`src/rtl/fft_pkg.sv`:
```
// Shared constants for the FFT capture and spectrum display paths:
// default frame length, one-hot state encoding and {re,im} packing widths.
package fft_pkg;

  localparam int FRAME_LEN_DEF = 256;

  localparam int RE_W   = 16;
  localparam int IM_W   = 16;
  localparam int CPLX_W = RE_W + IM_W;

  typedef enum logic [2:0] {
    ST_IDLE = 3'b001,
    ST_FILL = 3'b010,
    ST_SEND = 3'b100
  } state_t;

endpackage

```
`src/rtl/fft_src_buf.sv`:
```
// Simple dual-port frame buffer: one write port, one read port with a
// registered read that holds its value while the read enable is low.
module fft_src_buf #(
  parameter int DEPTH  = 256,
  parameter int DATA_W = 16
) (
  input  logic                     clk,
  input  logic                     we,
  input  logic [$clog2(DEPTH)-1:0] waddr,
  input  logic [DATA_W-1:0]        wdata,
  input  logic                     re,
  input  logic [$clog2(DEPTH)-1:0] raddr,
  output logic [DATA_W-1:0]        rdata
);

  logic [DATA_W-1:0] mem [DEPTH];

  always_ff @(posedge clk) begin
    if (we) mem[waddr] <= wdata;
    if (re) rdata <= mem[raddr];
  end

endmodule

```
`src/rtl/fft_frame_source.sv`:
```
// Captures FRAME_LEN ADC samples on request and streams them to the FFT core.
// Optional Bartlett windowing of stored samples: define FFT_SRC_WINDOW_EN.
module fft_frame_source
  import fft_pkg::*;
#(
  parameter int FRAME_LEN = FRAME_LEN_DEF,
  parameter int ADC_W     = 8,
  parameter int GAIN_SHL  = 4
) (
  input  logic              fft_clk,
  input  logic              rst,
  input  logic [ADC_W-1:0]  adc_data,
  input  logic              adc_valid,
  input  logic              frame_req,
  output logic [CPLX_W-1:0] fft_data_out,
  output logic              fft_data_valid,
  input  logic              fft_data_ready,
  output logic              fft_data_last,
  output logic              busy
);

  localparam int AW    = $clog2(FRAME_LEN);
  localparam int CEN_W = ADC_W + 1;
  localparam int SHL_W = CEN_W + GAIN_SHL;
  localparam int XW    = SHL_W + RE_W;
  localparam logic [AW-1:0]        LAST_IDX = AW'(FRAME_LEN - 1);
  localparam logic signed [XW-1:0] SAT_MAX  = XW'(2**(RE_W-1) - 1);
  localparam logic signed [XW-1:0] SAT_MIN  = XW'(-(2**(RE_W-1)));

  function automatic logic signed [RE_W-1:0] sat_re(input logic signed [SHL_W-1:0] v);
    logic signed [XW-1:0] vx;
    vx = XW'(v);
    if (vx > SAT_MAX)      sat_re = SAT_MAX[RE_W-1:0];
    else if (vx < SAT_MIN) sat_re = SAT_MIN[RE_W-1:0];
    else                   sat_re = vx[RE_W-1:0];
  endfunction

`ifdef FFT_SRC_WINDOW_EN
  localparam int PW = RE_W + AW + 2;

  // Weight is 2n rising then 2(N-1-n) falling; for the upper half N-1-n is ~n.
  function automatic logic signed [RE_W-1:0] window_apply(input logic signed [RE_W-1:0] re,
                                                          input logic [AW-1:0] n);
    logic [AW:0]          w;
    logic signed [PW-1:0] prod;
    w    = n[AW-1] ? {~n, 1'b0} : {n, 1'b0};
    prod = PW'(re) * PW'($signed({1'b0, w}));
    window_apply = RE_W'(prod >>> AW);
  endfunction
`endif

  state_t state, state_next;

  logic [AW-1:0]          wr_idx;
  logic [AW-1:0]          rd_idx;
  logic                   fill_fire;
  logic                   rd_adv;
  logic                   wr_en;
  logic [AW-1:0]          wr_addr;
  logic [RE_W-1:0]        wr_data;
  logic [RE_W-1:0]        rd_re;
  logic                   rd_vld_p1;
  logic                   rd_last_p1;
  logic signed [CEN_W-1:0] cen_p0;
  logic signed [SHL_W-1:0] shl_p0;
  logic signed [RE_W-1:0]  sample_p0;

  // ---- stage p0: centre, gain, saturate ----
  assign cen_p0    = $signed({1'b0, adc_data}) - $signed(CEN_W'(2**(ADC_W-1)));
  assign shl_p0    = SHL_W'(cen_p0) <<< GAIN_SHL;
  assign sample_p0 = sat_re(shl_p0);

  assign fill_fire = (state == ST_FILL) && adc_valid;

`ifdef FFT_SRC_WINDOW_EN
  // ---- stage p1: window multiply, buffer write ----
  logic                   vld_p1;
  logic signed [RE_W-1:0] re_p1;
  logic [AW-1:0]          idx_p1;

  always_ff @(posedge fft_clk or posedge rst) begin
    if (rst) vld_p1 <= 1'b0;
    else     vld_p1 <= fill_fire;
  end

  always_ff @(posedge fft_clk) begin
    re_p1  <= sample_p0;
    idx_p1 <= wr_idx;
  end

  assign wr_en   = vld_p1;
  assign wr_addr = idx_p1;
  assign wr_data = window_apply(re_p1, idx_p1);
`else
  assign wr_en   = fill_fire;
  assign wr_addr = wr_idx;
  assign wr_data = sample_p0;
`endif

  fft_src_buf #(
    .DEPTH  (FRAME_LEN),
    .DATA_W (RE_W)
  ) u_buf (
    .clk   (fft_clk),
    .we    (wr_en),
    .waddr (wr_addr),
    .wdata (wr_data),
    .re    (rd_adv),
    .raddr (rd_idx),
    .rdata (rd_re)
  );

  always_ff @(posedge fft_clk or posedge rst) begin
    if (rst) state <= ST_IDLE;
    else     state <= state_next;
  end

  // Read only when the output slot is free or being drained; once the last
  // index sits in the output stage no further reads are issued.
  always_comb begin
    state_next = state;
    rd_adv     = 1'b0;
    case (state)
      ST_IDLE: if (frame_req) state_next = ST_FILL;
      ST_FILL: if (fill_fire && (wr_idx == LAST_IDX)) state_next = ST_SEND;
      ST_SEND: begin
        rd_adv = (!rd_vld_p1 || fft_data_ready) && !(rd_vld_p1 && rd_last_p1);
        if (rd_vld_p1 && rd_last_p1 && fft_data_ready) state_next = ST_IDLE;
      end
      default: state_next = ST_IDLE;
    endcase
  end

  always_ff @(posedge fft_clk or posedge rst) begin
    if (rst) begin
      wr_idx     <= '0;
      rd_idx     <= '0;
      rd_vld_p1  <= 1'b0;
      rd_last_p1 <= 1'b0;
    end else begin
      if (fill_fire) wr_idx <= wr_idx + 1'b1;
      if (rd_adv) begin
        rd_idx     <= rd_idx + 1'b1;
        rd_vld_p1  <= 1'b1;
        rd_last_p1 <= (rd_idx == LAST_IDX);
      end else if (rd_vld_p1 && fft_data_ready) begin
        rd_vld_p1  <= 1'b0;
        rd_last_p1 <= 1'b0;
      end
    end
  end

  // ---- stage p1: stream output ----
  assign fft_data_valid = rd_vld_p1;
  assign fft_data_last  = rd_last_p1;
  assign fft_data_out   = rd_vld_p1 ? {rd_re, {IM_W{1'b0}}} : '0;
  assign busy           = (state != ST_IDLE);

endmodule

```
`config.mk`:
```
export PLATFORM = sky130hd
export DESIGN_NAME = fft_frame_source
export DESIGN_NICKNAME = d
export VERILOG_FILES = /design/src/rtl/fft_pkg.sv /design/src/rtl/fft_src_buf.sv /design/src/rtl/fft_frame_source.sv
export SDC_FILE = /design/constraint.sdc
export NUM_CORES = 2
export LEC_CHECK = 0
export ABC_AREA = 1
export CELL_PAD_IN_SITES_DETAIL_PLACEMENT = 1
export CELL_PAD_IN_SITES_GLOBAL_PLACEMENT = 2
export CORE_MARGIN = 2
export CORE_UTILIZATION = 40
export CTS_CLUSTER_DIAMETER = 200
export DETAILED_ROUTE_END_ITERATION = 12
export PLACE_DENSITY_LB_ADDON = 0.05
export SLEW_MARGIN = 20
export SYNTH_ARGS = -nofsm -noshare
export SYNTH_HDL_FRONTEND = slang
export SYNTH_SLANG_ARGS = --single-unit
```
`constraint.sdc`:
```
create_clock -name fft_clk -period 2.97 [get_ports fft_clk]
set_clock_uncertainty 0.05 [all_clocks]
set_input_delay 0.594 -clock fft_clk [delete_from_list [all_inputs] [get_ports fft_clk]]
set_output_delay 0.594 -clock fft_clk [all_outputs]
set_load 0.01 [all_outputs]
```
==> flow_metrics.env <==
export IMPL_outcome="finished, final reports clean"
export IMPL_grt_max_degree=73
export IMPL_drt_wl_total_um=298000
export IMPL_seqCellArea_um2=62300
export IMPL_slew_headroom_pct=21.5
export IMPL_mostFrequentLayoutCells="nand2_1, edfxtp_1, nor2_1, nand3_1, inv_1"
export IMPL_syn2layout_area_growth_pct=18.4
export IMPL_place_ws_ns=-0.229
export IMPL_rsz0062_at_grt="true"
export IMPL_switchingPower_mw=13.7
export IMPL_drtPass1Iterations=5
export IMPL_yosysSeqAreaShare_pct=71.1
export IMPL_die_x_um=472
export IMPL_vias_per_cell=5.21
export IMPL_ys_warn_count=0
export IMPL_syn_cell_area_um2=87600
export IMPL_place_area_um2=96200
export IMPL_cts_sinks=2077
export IMPL_layout_drive_gt1_share_pct=12.7
export IMPL_peakVddDrop_v=0.000687
export IMPL_holdPathStages=1
export IMPL_fp_dieH_um=472
export IMPL_leakagePower_nw=40.0
export IMPL_cts_clk_slew_worst_paths_ns=0.06
export IMPL_drcViolationCount=0
export IMPL_num_vias=60800
export IMPL_worst_setup_path_start_kind="register"
export IMPL_hp_start="adc_data[4]"
export IMPL_setup_viol=0
export IMPL_worst_slew_pin_slew_ns=1.18
export IMPL_multi_input_area_um2=21000
export IMPL_combPwrFrac_pct=4.2
export IMPL_grt_pass1_wl_um=436000
export IMPL_ioPinCount=48
export IMPL_cp_arrival_ns=3.49
export IMPL_portBuffers=27
export IMPL_grt_usage_pct=26.6
export IMPL_ctsHtreeMaxLevel=4
export IMPL_pwr_share_seq_pct=52.6
export IMPL_dieArea_um2=223000
export IMPL_worstPathRequired_ns=3.55
export IMPL_hpwl_um=188000
export IMPL_synth_area_leader_cell="edfxtp_1"
export IMPL_hold_viol=0
export IMPL_rows=171
export IMPL_cap_violations=0
export IMPL_grt_pass1_vias=63400
export IMPL_hold_path_endpoint="u_buf.mem[104][8]"
export IMPL_cts_tree="built"
export IMPL_critPathKind="register to register"
export IMPL_nets=8656
export IMPL_r2r_end="u_buf.rdata[4]"
export IMPL_min_path_type="primary input to register"
export IMPL_intPower_mw=47.8
export IMPL_fin_area_um2=104000
export IMPL_synth_seq_cells=2077
export IMPL_synth_distinct_cells=30
export IMPL_p_per_area_nw_per_um2=594
export IMPL_fmaxAchievable_mhz=343
export IMPL_setup_ws_ns=0.0578
export IMPL_slew_viol_final=0
export IMPL_postRouteAntennaNets=0
export IMPL_layout_commonest_cell="nand2_1"
export IMPL_gp_congestion=0.828
export IMPL_cts_path_max_buffers=3
export IMPL_post_route_period_util_pct=98.1
export IMPL_rr_worst_depth=14
export IMPL_drt_iter0_drc=5068
export IMPL_end_kind="register"
export IMPL_post_drt_wl_per_cell_um=25.5
export IMPL_avgSynthCellArea_um2=10.7
export IMPL_crit_fanout=39
export IMPL_grt_overflow=0
export IMPL_antenna_found_initial=7
export IMPL_core_um2=217000
export IMPL_r2r_start="rd_idx[0]"
export IMPL_power_switching_share_pct=22.3
export IMPL_worstSkewPairLatency_ns=0.89
export IMPL_n_fill_cell=23200
export IMPL_fin_crit_ns=2.91
export IMPL_numCtsBuffers=225
export IMPL_place_inst=11200
export IMPL_pwr_share_clk_pct=43.1
export IMPL_start_util_pct=40.3
export IMPL_root_buffer="clkbuf_16"
export IMPL_synth_top_cell_area_share_pct=70.5
export IMPL_synthTopCellsByArea="edfxtp_1, nand2_1, nand3_1, nor2_1, inv_1"
export IMPL_synth_cells=8157
export IMPL_r2r_slack_ns=0.06
export IMPL_fin_cells=11700
worst max path at each step:
stage / startpoint / slack (ns) / endpoint / depth (start not counted)
CTS: rd_idx[0] / -0.03 / u_buf.rdata[8] / 13
global placement: rd_idx[0] / -0.24 / u_buf.rdata[8] / 13
global route: rd_idx[0] / -0.02 / u_buf.rdata[10] / 15
floorplan: adc_data[7] / -0.07 / u_buf.mem[0][14] / 1
finish: rd_idx[0] / 0.06 / u_buf.rdata[4] / 14
detailed placement: rd_idx[0] / -0.23 / u_buf.rdata[8] / 13
routing by layer:
layer	routed length (µm)	global-route usage, %
met5	0	0
met4	7360	6.63
met1	134000	36.7
met2	146000	45.1
met3	10600	2.65
registers in the layout (all words and copies together) (netlist names):
| name | count |
|---|---|
| wr_addr | 8 |
| fft_data_last | 1 |
| state | 3 |
| rd_idx | 8 |
| fft_data_valid | 1 |
| u_buf.mem | 2048 |
| u_buf.rdata | 8 |
power by group through the flow:
stage | Combinational (mW) | Sequential (mW) | Clock, mW
detailed placement | 2.62 | 33.0 | 0
global route | 2.81 | 32.4 | 28.2
finish | 2.61 | 32.4 | 26.6
CTS | 2.64 | 32.4 | 27.1
floorplan | 0.931 | 33.0 | 0
global placement | 2.58 | 33.0 | 0
Yosys cell counts (all sizes together):
cell	count
nand2	2432
edfxtp	2056
nor2	1071
nand3	949
inv	630
buf	348
o21ai	326
clkbuf	141
a21oi	116
dfrtp	20
or2	17
xor2	13
and3	12
nor3	7
ha	5
o211ai	5
clkinv	4
a32o	1
conb	1
dfstp	1
nand4	1
nor4	1
stage by stage:
stage	power (mW)	utilization, %	TNS (ns)	hold WS [ns]
CTS	62.1	47.5	-0.0384	0.0367
floorplan	33.9	-	-18.02	0.420
detailed placement	35.6	44.3	-1.78	0.447
global placement	35.6	44.3	-1.71	0.452
global route	63.4	47.7	-0.0495	0.0538
finish	61.6	47.7	0	0.0952
worst max-delay path: stages, from the launching register on:
cell and delay (ns):
dfrtp_4 0.53, clkinv_8 0.14, buf_16 0.19, buf_4 0.16
buf_12 0.16, o21ai_0 0.20, nand3_1 0.18, nand3_2 0.16
nand2_1 0.07, nand3_1 0.16, nand2_1 0.10, nand2_2 0.12
nand2_2 0.15, inv_1 0.16, nand2_1 0.08
logic make-up after synthesis:
| family | after synthesis | share of synthesized area [%] |
|---|---|---|
| xor gates and xnor gates | 13 | 0.130 |
| AOI/OAI and AO/OA | 448 | 2.58 |
| and+or+nand+nor | 4490 | 20.7 |
| buffers and inverters | 1123 | 5.43 |
| other | 1 | 0.00428 |
| adders and majority gates | 5 | 0.0714 |
| DFF | 2077 | 71.1 |
area by class of cell:
type / count / share of cell area [%]
Sequential cell: 2077 / 60.0
Multi-Input combinational cell: 4976 / 20.2
Timing Repair Buffer: 724 / 7.38
Clock buffer: 301 / 5.78
Tap cell: 2854 / 3.44
Inverter: 634 / 2.34
Clock inverter: 108 / 0.766
Antenna cell: 1 / 0.00241
what timing repair did:
| action | in CTS | in global routing |
|---|---|---|
| gates resized for setup | 31 | 100 |
| cloned | 1 | 5 |
| hold endpoints to repair | 5 | 0 |
| setup endpoints to repair | 14 | 9 |
| setup buffers | 6 | 3 |
| hold buffers | 3 | 0 |
| pin swaps | 0 | 8 |
No activity file was read; power rests on OpenSTA's default activity.
